<file path="src/rtl/keypad_pkg.sv">
// keypad_pkg: shared constants, scan-state type and helpers
// for the 4x4 matrix keypad scanner.
package keypad_pkg;

  localparam int KP_ROWS = 4;
  localparam int KP_COLS = 4;
  localparam int KP_KEYS = 16;

  typedef enum logic [1:0] {
    DRIVE,
    SAMPLE,
    NEXT
  } kp_state_t;

  function automatic logic kp_onehot_ok(
    input logic [KP_KEYS-1:0] v
  );
    logic [KP_KEYS-1:0] m;
    m = v - KP_KEYS'(1);
    return (v != '0) && ((v & m) == '0);
  endfunction

endpackage

</file>
<file path="src/rtl/kp_col_sync.sv">
// kp_col_sync: column input register; two-flop synchroniser
// when KEYPAD_SYNC2_EN is defined, single register otherwise.
module kp_col_sync
  import keypad_pkg::*;
(
  input  logic       clk,
  input  logic       rst_n,
  input  logic [3:0] col_i,
  output logic [3:0] col_o
);

`ifdef KEYPAD_SYNC2_EN
  logic [3:0] meta_q, meta_d;
  logic [3:0] sync_q, sync_d;

  // two-stage shift of the raw column lines
  always_comb begin
    meta_d = col_i;
    sync_d = meta_q;
  end

  // synchroniser flops, idle (released) after reset
  always_ff @(posedge clk) begin
    if (!rst_n) begin
      meta_q <= '1;
      sync_q <= '1;
    end else begin
      meta_q <= meta_d;
      sync_q <= sync_d;
    end
  end
`else
  logic [3:0] sync_q, sync_d;

  // single capture of the raw column lines
  always_comb begin
    sync_d = col_i;
  end

  // input register, idle (released) after reset
  always_ff @(posedge clk) begin
    if (!rst_n) begin
      sync_q <= '1;
    end else begin
      sync_q <= sync_d;
    end
  end
`endif

  assign col_o = sync_q;

endmodule

</file>
<file path="src/rtl/keypad_scan.sv">
// keypad_scan: 4x4 keypad row scanner with frame debounce.
// Optional 2-flop column synchroniser: KEYPAD_SYNC2_EN.
module keypad_scan
  import keypad_pkg::*;
#(
  parameter int SCAN_DIV        = 5000,
  parameter int DEBOUNCE_FRAMES = 4
) (
  input  logic        clk,
  input  logic        rst_n,
  output logic [3:0]  row,
  input  logic [3:0]  col,
  output logic [15:0] onehot,
  output logic        key_valid,
  output logic        key_held
);

  localparam int SW = $clog2(SCAN_DIV);
  localparam int CW = $clog2(DEBOUNCE_FRAMES + 1);
  localparam logic [SW-1:0] SLOT_PRE = SW'(SCAN_DIV - 2);
  localparam logic [CW-1:0] CNT_MAX = CW'(DEBOUNCE_FRAMES);

  kp_state_t state_q, state_d;
  logic [SW-1:0] slot_q, slot_d;
  logic [1:0]  row_idx_q, row_idx_d;
  logic [3:0]  row_q, row_d;
  logic [15:0] acc_q, acc_d;
  logic [15:0] prev_q, prev_d;
  logic [CW-1:0] stable_q, stable_d;
  logic [15:0] onehot_q, onehot_d;
  logic        valid_q, valid_d;
  logic        held_q, held_d;
  logic [3:0]  col_s;
  logic        sample;
  logic        frame_end;
  logic [15:0] code;

  kp_col_sync u_sync (
    .clk   (clk),
    .rst_n (rst_n),
    .col_i (col),
    .col_o (col_s)
  );

  // slot timing: DRIVE until the last slot cycle, then SAMPLE
  always_comb begin
    state_d = state_q;
    slot_d  = slot_q + SW'(1);
    unique case (state_q)
      DRIVE: begin
        if (slot_q == SLOT_PRE) state_d = SAMPLE;
      end
      SAMPLE: begin
        state_d = DRIVE;
        slot_d  = '0;
      end
      default: begin
        state_d = DRIVE;
        slot_d  = '0;
      end
    endcase
  end

  assign sample    = (state_q == SAMPLE);
  assign frame_end = sample && (row_idx_q == 2'd3);

  // capture columns into the frame and step to the next row
  always_comb begin
    acc_d     = acc_q;
    row_d     = row_q;
    row_idx_d = row_idx_q;
    if (sample) begin
      acc_d[{row_idx_q, 2'b00} +: 4] = ~col_s;
      row_d     = {row_q[2:0], row_q[3]};
      row_idx_d = row_idx_q + 2'd1;
    end
  end

  // frame compare, debounce count and commit of the key code
  always_comb begin
    stable_d = stable_q;
    prev_d   = prev_q;
    onehot_d = onehot_q;
    held_d   = held_q;
    valid_d  = 1'b0;
    code     = kp_onehot_ok(acc_d) ? acc_d : '0;
    if (frame_end) begin
      if (acc_d != prev_q) begin
        stable_d = '0;
      end else if (stable_q != CNT_MAX) begin
        stable_d = stable_q + CW'(1);
      end
      prev_d = acc_d;
      if (stable_q != CNT_MAX && stable_d == CNT_MAX) begin
        onehot_d = code;
        held_d   = (code != '0);
        valid_d  = (code != '0) && (code != onehot_q);
      end
    end
  end

  // all state registers, synchronous active-low reset
  always_ff @(posedge clk) begin
    if (!rst_n) begin
      state_q   <= DRIVE;
      slot_q    <= '0;
      row_idx_q <= '0;
      row_q     <= 4'b1110;
      acc_q     <= '0;
      prev_q    <= '0;
      stable_q  <= '0;
      onehot_q  <= '0;
      valid_q   <= 1'b0;
      held_q    <= 1'b0;
    end else begin
      state_q   <= state_d;
      slot_q    <= slot_d;
      row_idx_q <= row_idx_d;
      row_q     <= row_d;
      acc_q     <= acc_d;
      prev_q    <= prev_d;
      stable_q  <= stable_d;
      onehot_q  <= onehot_d;
      valid_q   <= valid_d;
      held_q    <= held_d;
    end
  end

  assign row       = row_q;
  assign onehot    = onehot_q;
  assign key_valid = valid_q;
  assign key_held  = held_q;

endmodule
</file>
<file path="config.mk">
export PLATFORM = sky130hd
export DESIGN_NAME = keypad_scan
export DESIGN_NICKNAME = d
export VERILOG_FILES = /design/src/rtl/keypad_pkg.sv /design/src/rtl/kp_col_sync.sv /design/src/rtl/keypad_scan.sv
export SDC_FILE = /design/constraint.sdc
export NUM_CORES = 1
export LEC_CHECK = 0
export CORE_MARGIN = 1
export CORE_UTILIZATION = 64
export CTS_CLUSTER_DIAMETER = 80
export DETAILED_ROUTE_END_ITERATION = 16
export PLACE_DENSITY = 0.86
export SYNTH_ARGS = -nofsm -noshare
export SYNTH_HDL_FRONTEND = slang
export SYNTH_SLANG_ARGS = --single-unit
</file>
<file path="constraint.sdc">
create_clock -name clk -period 10.9 [get_ports clk]
set_clock_uncertainty 0.1 [all_clocks]
set_input_delay 2.18 -clock clk [delete_from_list [all_inputs] [get_ports clk]]
set_output_delay 2.18 -clock clk [all_outputs]
set_load 0.02 [all_outputs]
</file>
==> run metrics <==
syn_area_per_cell=a little under 9 um^2; Placer Congestion=a little over 0.9; Via Count=3,554; Critical Path Max Stage Delay=between 0.9 and 1 ns; clock buffer depth=2; actual slew at the worst max-slew pin=approximately 0.96 ns; crit path from=state_q[0]; Final setup violation count=0; cell area after synthesis=4140 um^2; Detail Placement HPWL=around 6.7 mm; io pins=28; grt ovf=0; antenna violations before repair=0; Period minus WS final=~4.5 ns; clk_lat worst skew=about 0.36 ns; worst setup margin=approximately 6.4 ns; worst-path cell chain=nand2_1 -> a22oi_1 -> nand2_1 -> o31a_1 -> a2bb2oi_1 -> nor4_4 -> buf_4 -> nor2b_1 -> o22ai_1 -> o41a_1; number of synthesized flops with an enable pin=0; share of the synthesized area in the top cell type=0.372; syn_nets=between 400 and 500; Site Rows=28; CP max-delay cell=a22oi_1; core area=6100 um^2; Hold Path Origin=key_held; Sum Neg Setup Slack=0 ns; total power=approximately 0.56 mW; CTS Buf Count=9; result of the run=complete, no violations; Tot GR Track Use=0.310; Buf/Inv on CP=1; Mapped Cells=473; post-cts sizing count=0; ratio of cells with drive above 1 in the final layout=0.0692; DRT Pass-1 Iters=5; Critical Path Fanout Max=33; Arr. time, crit path=4.59 ns; # DRC=0; pre-CTS setup slack=between 6 and 7 ns; Die Y=~80 um; library cells used by synthesis=60; Root Driver=clkbuf_8; n_diodes=0; Hold Fails Final Rpt=0; fmax=225 MHz; power per cell area=approximately 120 nW/um^2; Layout Area Growth over Synthesis=12.1%; cell taking the most area after synthesis=dfxtp_1; CTS HTree Levels=3; asr flop ratio synth=0; vias in the first global route=~3.5k; max_cap viols=0; final wirelength=just under 10 mm; DIE WIDTH=82.5 um; #FFs+latches synth=77; worst r2r src=state_q[0]; Final Max Tran Viols=0; Pleak=1.73 nW; post-route ant nets=0; RSZ-0062 raised after global routing=no; first-pass GRT wire length=~16 mm; Worst VDD drop=around 0.12 mV; vias per inst=around 6.3; Worst-path clk slew=approximately 0.070 ns; Avg WL per Cell=between 15 and 20 um; CP Capture Type=flip-flop; CP Data Required Time=between 10 and 15 ns; CTS tree=done; most numerous cell on the critical path=nand2_1; Layout Nets=502; die area=6800 um^2; largest net degree at the start of global routing=65; CP top delay family=compound AO/OA/AOI/OAI gates; max_slew headroom=0.357; synth warn=0; cts hold-fix bufs=0; Setup CP Type=reg -> reg; sequential area share after synthesis=0.372; Starting Density=0.680; Hold Path Class=reg -> reg; CP startpoint kind=flip-flop; FF-to-FF setup slack=approximately 6.4 ns; Initial DRC Count=about 250; final period utilization=0.409; top cells by area, synth=dfxtp_1, nand2_1, xor2_1; setup bufs post-CTS=0; ys flop type=dfxtp_1; clk sinks=77; IO buf count=27
[routing by layer]
metal / part of all wire / vias to the layer above / GRT usage
met3: 0.049 / 39 / 0.0868
met2: 0.48 / 124 / 0.526
met4: 0.037 / 0 / 0.163
li1: - / 1729 / -
met5: 0 / - / 0
met1: 0.43 / 1662 / 0.353
[Yosys cell counts, types with 6 or more instances]
cell type and instances:
nor2_1 29, nand2_1 54, nor4b_1 8, nand2b_1 8, a21boi_0 16, and2_1 11, nor2b_1 23, a22oi_1 13
xnor2_1 14, nor3_1 8, clkbuf_1 15, o211a_1 9, nand3_1 18, ha_1 9, a31oi_1 10, a21oi_1 9
mux2i_1 6, inv_1 8, buf_2 10, a211oi_1 11, nand3b_1 12, xor2_1 20, dfxtp_1 77
[final cells by class]
class                   count  area, um^2
clock buffers              11         151
clock inverters             4        95.1
fillers                   447        1450
inverters                   8        30.0
multi-input cells         359        2430
flip-flops and latches     77        1540
well taps                  75        93.8
repair buffers             32         303
[tightest hold or removal path: stages, from the launching register on]
cell,delay [ns]
dfxtp_1,0.31
nand2_1,0.04
a21boi_0,0.06
[kinds of logic after synthesis]
group | synth area share
compound gates | 0.196
xor+xnor | 0.0719
fa+ha+maj | 0.0272
buf+inv | 0.0411
flops | 0.372
mux | 0.0181
simple gates | 0.273
[registers in the layout (all words and copies together), names as in the netlist]
name and flops:
prev_q 16, onehot 16, row_idx_q 2, stable_q 3, key_held 1, slot_q 13, key_valid 1, u_sync.col_o 4
state_q 1, acc_q 16, row 4
[final timing paths]
kind | endpoint | cells past startpoint
setup / recovery | key_valid | 10
hold / removal | key_held | 2
setup reg to reg | key_valid | 10
hold reg to reg | key_held | 2
[layout by cell type, fill, tap and decap left out, drive strengths merged, types with 4 or more instances in the layout]
cell	synthesis	final
inv	8	8
nor4b	8	8
clkbuf	15	11
mux2i	6	6
nor3b	4	4
o211a	9	9
nand3	19	19
clkdlybuf4s50	0	26
nor4	4	4
buf	14	6
and3	5	5
and2	11	11
nand4	4	4
nor2	29	29
a22o	4	4
nor2b	23	23
nand2	54	54
a31oi	10	10
ha	9	9
nand3b	12	12
nor3	11	11
dfxtp	77	77
xor2	20	20
o22ai	5	5
o21ai	4	4
a22oi	16	16
nand2b	9	9
a211oi	11	11
a21oi	9	9
xnor2	14	14
a21boi	18	18
[metrics by stage]
stage	utilization	hold WS [ns]	cell area, um^2	std cells
3_5_place_dp	0.722	0.356	4400	551
3_3_place_gp	0.722	0.349	4400	551
6_report	0.762	0.367	4650	566
5_1_grt	0.762	0.383	4650	566
4_1_cts	0.762	0.370	4650	566
2_1_floorplan	-	0.330	4140	473
[report_power, final]
part | leakage [nW] | switching, mW | internal [mW] | total [mW]
logic | 0.982 | 0.00564 | 0.00513 | 0.0108
clock network | 0.125 | 0.102 | 0.163 | 0.265
registers | 0.622 | 0.00242 | 0.283 | 0.285
total | 1.73 | 0.110 | 0.451 | 0.561
Note: power is estimated with default switching activity, not from simulation.
